`config.mk`:
```
export PLATFORM = sky130hd
export DESIGN_NAME = uart_rx_ctrl_flat
export DESIGN_NICKNAME = d
export VERILOG_FILES = /design/src/rtl/uart_rx_ctrl_if.sv /design/src/rtl/uart_rx_ctrl.sv /design/src/flat_wrapper.sv
export SDC_FILE = /design/constraint.sdc
export NUM_CORES = 1
export LEC_CHECK = 0
export CAP_MARGIN = 20
export CORE_UTILIZATION = 55
export CTS_CLUSTER_SIZE = 10
export DETAILED_ROUTE_END_ITERATION = 10
export GPL_ROUTABILITY_DRIVEN = 0
export HOLD_SLACK_MARGIN = 0.15
export PLACE_DENSITY = 0.79
export SETUP_SLACK_MARGIN = 0.2
export SYNTH_ARGS = -nofsm -noshare
export SYNTH_HDL_FRONTEND = slang
export SYNTH_SLANG_ARGS = --single-unit
```
`constraint.sdc`:
```
create_clock -name bclk -period 4.7 [get_ports bclk]
set_clock_uncertainty 0.1 [all_clocks]
set_input_delay 0.705 -clock bclk [delete_from_list [all_inputs] [get_ports bclk]]
set_output_delay 0.705 -clock bclk [all_outputs]
set_load 0.02 [all_outputs]
```
`src/rtl/uart_rx_ctrl_if.sv`:
```
// Host-side bundle of the UART receiver: serial line in, receive data
// register and status flags out.
interface uart_rx_ctrl_if;
  logic       rxd;
  logic       rdrf_clr;
  logic [7:0] rx_data;
  logic       rdrf;
  logic       fe;
  logic       oe;
  logic       busy;

  modport master (output rxd, rdrf_clr, input rx_data, rdrf, fe, oe, busy);
  modport slave  (input rxd, rdrf_clr, output rx_data, rdrf, fe, oe, busy);
endinterface

```
`src/rtl/uart_rx_ctrl.sv`:
```
// UART receiver with 8x oversampling: start/data/stop framing, a single data
// register and full/framing/overrun flags.
module uart_rx_ctrl #(
  parameter int DATA_BITS = 8
) (
  input  logic           bclk,
  input  logic           rst,
  uart_rx_ctrl_if.slave  bus
);

  typedef enum logic [1:0] {IDLE, START, RDATA, STOP} state_t;

  state_t     state;
  logic       sync1, rxs;
  logic [2:0] sct;
  logic [3:0] bct;
  logic [7:0] rsr, rdr;
  logic       rdrf_q, fe_q, oe_q;
  logic       rdrf_k, oe_k;

  // Host acknowledge takes effect before any load on the same edge.
  assign rdrf_k = rdrf_q & ~bus.rdrf_clr;
  assign oe_k   = oe_q & ~bus.rdrf_clr;

  always_ff @(posedge bclk) begin
    if (rst) begin
      state  <= IDLE;
      sync1  <= 1'b1;
      rxs    <= 1'b1;
      sct    <= 3'd0;
      bct    <= 4'd0;
      rsr    <= 8'd0;
      rdr    <= 8'd0;
      rdrf_q <= 1'b0;
      fe_q   <= 1'b0;
      oe_q   <= 1'b0;
    end else begin
      sync1  <= bus.rxd;
      rxs    <= sync1;
      rdrf_q <= rdrf_k;
      oe_q   <= oe_k;
      case (state)
        IDLE: begin
          if (!rxs) begin
            state <= START;
            sct   <= 3'd0;
          end
        end
        START: begin
          sct <= sct + 3'd1;
          if (sct == 3'd3) begin
            if (!rxs) begin
              state <= RDATA;
              sct   <= 3'd0;
              bct   <= 4'd0;
            end else begin
              state <= IDLE;
            end
          end
        end
        RDATA: begin
          sct <= sct + 3'd1;
          if (sct == 3'd7) begin
            // LSB-first: new bit enters at the top of the DATA_BITS field.
            rsr <= (rsr >> 1) | (8'(rxs) << (DATA_BITS - 1));
            bct <= bct + 4'd1;
            if (bct == 4'(DATA_BITS - 1))
              state <= STOP;
          end
        end
        STOP: begin
          sct <= sct + 3'd1;
          if (sct == 3'd7) begin
            state <= IDLE;
            if (rdrf_k) begin
              oe_q <= 1'b1;
            end else begin
              rdr    <= rsr;
              rdrf_q <= 1'b1;
              fe_q   <= ~rxs;
            end
          end
        end
        default: state <= IDLE;
      endcase
    end
  end

  assign bus.rx_data = rdr;
  assign bus.rdrf    = rdrf_q;
  assign bus.fe      = fe_q;
  assign bus.oe      = oe_q;
  assign bus.busy    = (state != IDLE);

endmodule

```
`src/flat_wrapper.sv`:
```
// flat-port wrapper written by rule: the top's interface ports become plain ports
module uart_rx_ctrl_flat 
#(
  parameter int DATA_BITS = 8
)
  (bclk, rst, bus_rxd, bus_rdrf_clr, bus_rx_data, bus_rdrf, bus_fe, bus_oe, bus_busy);
  uart_rx_ctrl_if bus_i ();
  input  logic bclk;
  input  logic rst;
  input wire logic [$bits(bus_i.rxd)-1:0] bus_rxd;
  input wire logic [$bits(bus_i.rdrf_clr)-1:0] bus_rdrf_clr;
  output wire logic [$bits(bus_i.rx_data)-1:0] bus_rx_data;
  output wire logic [$bits(bus_i.rdrf)-1:0] bus_rdrf;
  output wire logic [$bits(bus_i.fe)-1:0] bus_fe;
  output wire logic [$bits(bus_i.oe)-1:0] bus_oe;
  output wire logic [$bits(bus_i.busy)-1:0] bus_busy;
  assign bus_i.rxd = bus_rxd;
  assign bus_i.rdrf_clr = bus_rdrf_clr;
  assign bus_rx_data = bus_i.rx_data;
  assign bus_rdrf = bus_i.rdrf;
  assign bus_fe = bus_i.fe;
  assign bus_oe = bus_i.oe;
  assign bus_busy = bus_i.busy;
  uart_rx_ctrl #(.DATA_BITS(DATA_BITS)) u_core (.bclk(bclk), .rst(rst), .bus(bus_i));
endmodule
```
==> results.txt <==
----------------------------------------------------
[Synthesis]
  Proportion of synthesized chip area in sequential cells ... 44.5%
  Yosys warning count ... 0
  Cell Area, Synth ... 1350 sq um
  Commonest register cell after synthesis ... dfxtp_1
  Flops & latches, synth ... 30
  Per-instance average area after synthesis ... 9.11 sq um
  Commonest cells in the synthesized netlist ... dfxtp_1 (30), nand2_1 (20), nand2b_1 (17)
  Number of nets in the synthesized netlist ... roughly 160
  Number of enable-type register cells in the synthesized netlist ... 0
  Top-count cell post-synth ... dfxtp_1
  Mapped Cells ... 148
  Top cell type by total area after synthesis ... dfxtp_1
  Asr flop ratio synth ... 0%
  Largest cells by area after synthesis ... dfxtp_1 (45%), nand2b_1 (7.9%), mux2i_1 (6.7%), a21oi_1 (5.9%), ha_1 (5.6%)
  Distinct cell type count after synthesis ... 29
  Share of the synthesized area in the top cell type ... between 40% and 50%

[Clocking]
  Clk_lat worst skew ... 310 ps
  Clock Path Buffers ... 2
  Post-CTS repair timing setup buffer count ... 0
  Clock tree from TritonCTS ... yes
  H-tree depth reported by CTS ... 2
  Clock Tree Root ... clkbuf_4
  Resize count post-CTS ... 0
  Num CTS Buffers ... 5
  Clock-pin slew of the registers on the worst-case setup and hold paths ... 80 ps
  Clock tree sinks ... 30
  Hold buffer count at CTS ... 0

[Floorplan]
  Die extent in x ... 51.5 um
  Total number of placement rows ... 17
  Die area ... between 2000 and 3000 sq um
  Vertical die dimension ... 51.5 um
  Placeable core area ... 2250 sq um
  Effective utilization at floorplan ... 59.8%
  # IOs ... 16

[Critical path]
  Worst flop-to-flop path startpoint ... u_core.sct[0]
  Worst Setup Path Type ... reg -> out
  Kind of end point of the critical path ... output port
  Crit-path max FO ... 16
  Required time reported for the critical path endpoint ... 3890 ps
  Setup crit start kind ... flop
  Data arrival time at the worst-slack endpoint ... 1800 ps

[Flow run]
  Max-cap violations ... 0

[STA]
  Total negative setup slack ... 0 ps
  Final number of setup-violating endpoints ... 0
  RSZ-0062 raised after global routing ... false
  Number of pins exceeding their max-slew limit in the final report ... 0
  Final worst path period need ... 2600 ps
  Fraction of the cycle the final worst path needs ... a little under three fifths
  Transition time at the pin with the least slew margin ... 1020 ps
  Slew margin rel. ... 31.5%
  Maximum clock frequency ... around 380 MHz
  Fin. Hold Viols ... 0

[Global route]
  Via count of the first global-routing pass ... between 800 and 900
  Largest net degree at the start of global routing ... 38
  First-pass GRT wire length ... 3840 um
  Initial antenna violation count ... 0
  Gr usage total ... 19.6%
  Residual overflow from global routing ... 0

[Routing]
  Routed length per placed instance ... ~12 um
  DRC violations left ... 0
  Via-to-Cell Ratio ... 5.56
  Count of routing violations after the opening detailed-route iteration ... 28
  Final wirelength ... 2310 um
  Number of nets with antenna violations after detailed routing ... 0
  First-pass iteration count of the detailed router ... 4
  Vias after detailed routing ... ~1000

[Cells and area]
  Area Overhead vs Synth ... 13.6%
  Count of nets after finishing ... 170
  Utilization after layout ... 68.0%
  Proportion of layout cells with a drive suffix above 1 ... under 10%
  Finished Cell Area ... 1530 sq um
  Antenna fix cells ... 0

[Pwr]
  Total power after layout ... 422 uW
  Leakage ... about 0.00054 uW
  Maximum vdd ir drop ... 0.000183 V
  Areal power density over the cells ... 276 nW/um^2

[Place]
  Count of buffers inserted at the top-level ports ... 15
  Post-place instance area ... approximately 1500 sq um
  Post-DP HPWL ... about 1600 um

[Hold path]
  Startpoint of the lowest-slack hold path ... u_core.sync1
  Min-Delay Path Class ... reg -> reg

[Run status]
  Run status ... completed

----------------------------------------------------
==> final timing paths <==
kind / to / slack (ps) / depth (start not counted)
setup / recovery: bus_busy / 2100 / 2
hold / removal: u_core.rxs / 320 / 1
setup reg to reg: u_core.bus.fe / 2390 / 5
hold reg to reg: u_core.rxs / 320 / 1
==> flip-flops by register name (all words and copies together) (netlist names), named ones only <==
name	count
u_core.bus.oe	1
u_core.bus.rdrf	1
u_core.bus.rx_data	8
u_core.bct	4
u_core.state	1
u_core.rsr	8
u_core.sync1	1
u_core.rxs	1
u_core.bus.fe	1
u_core.sct	3
==> worst max-delay path, cell delays in order (launching register included) <==
cell and delay [ps]:
dfxtp_1 700, or2_2 200, clkdlybuf4s50_1 590
==> cells by family (layout without fill, tap and decap cells) <==
family | after synthesis | count (layout) | synth area share, %
buffers and inverters | 14 | 25 | 5.01
DFF | 30 | 30 | 44.5
muxes | 10 | 10 | 7.51
and+or+nand+nor | 59 | 59 | 25.2
adders and majority gates | 6 | 6 | 5.57
AOI/OAI and AO/OA | 29 | 29 | 12.2
==> layout make-up <==
| type | count | area [sq um] |
|---|---|---|
| multi-input cells | 104 | 681 |
| repair buffers | 15 | 150 |
| clock buffers | 6 | 51.3 |
| flip-flops and latches | 30 | 601 |
| well taps | 28 | 35.0 |
| fillers | 187 | 722 |
| inverters | 4 | 15.0 |
==> metal layers <==
metal / GRT usage, % / vias up / routed length (um)
met5: 0 / - / 0
met4: 7.21 / 0 / 34
met3: 6.14 / 5 / 98
met2: 31.8 / 28 / 1120
met1: 24.4 / 484 / 1050
li1: - / 522 / -
==> layout by cell type (no fill, tap or decap), drive strengths merged <==
cell	Yosys	routed
nand3	2	2
a21oi	16	16
ha	6	6
and3b	1	1
a41oi	2	2
nand2	20	20
a221oi	1	1
nor2b	3	3
mux2i	9	9
nand4b	1	1
o21ai	6	6
mux2	1	1
or3	3	3
or2	4	4
clkbuf	2	6
dfxtp	30	30
inv	4	4
a211oi	1	1
nand3b	2	2
nand2b	17	17
nor2	1	1
clkdlybuf4s50	0	15
nor4bb	2	2
o21bai	1	1
nor3	2	2
nor3b	1	1
a31oi	2	2
==> where the power goes <==
group          total (uW)  internal (uW)  switching [uW]
Combinational        18.3           10.5            7.82
Clock                 144           67.3            76.6
Sequential            260            256            3.68
==> metrics by stage <==
stage	std cells	hold WS, ps	setup WS [ps]
floorplan	148	289	2980
global placement	181	293	2180
detailed placement	181	308	2140
CTS	187	328	2090
global route	187	344	1990
finish	187	324	2100
Power figures use the tool's default switching activity.
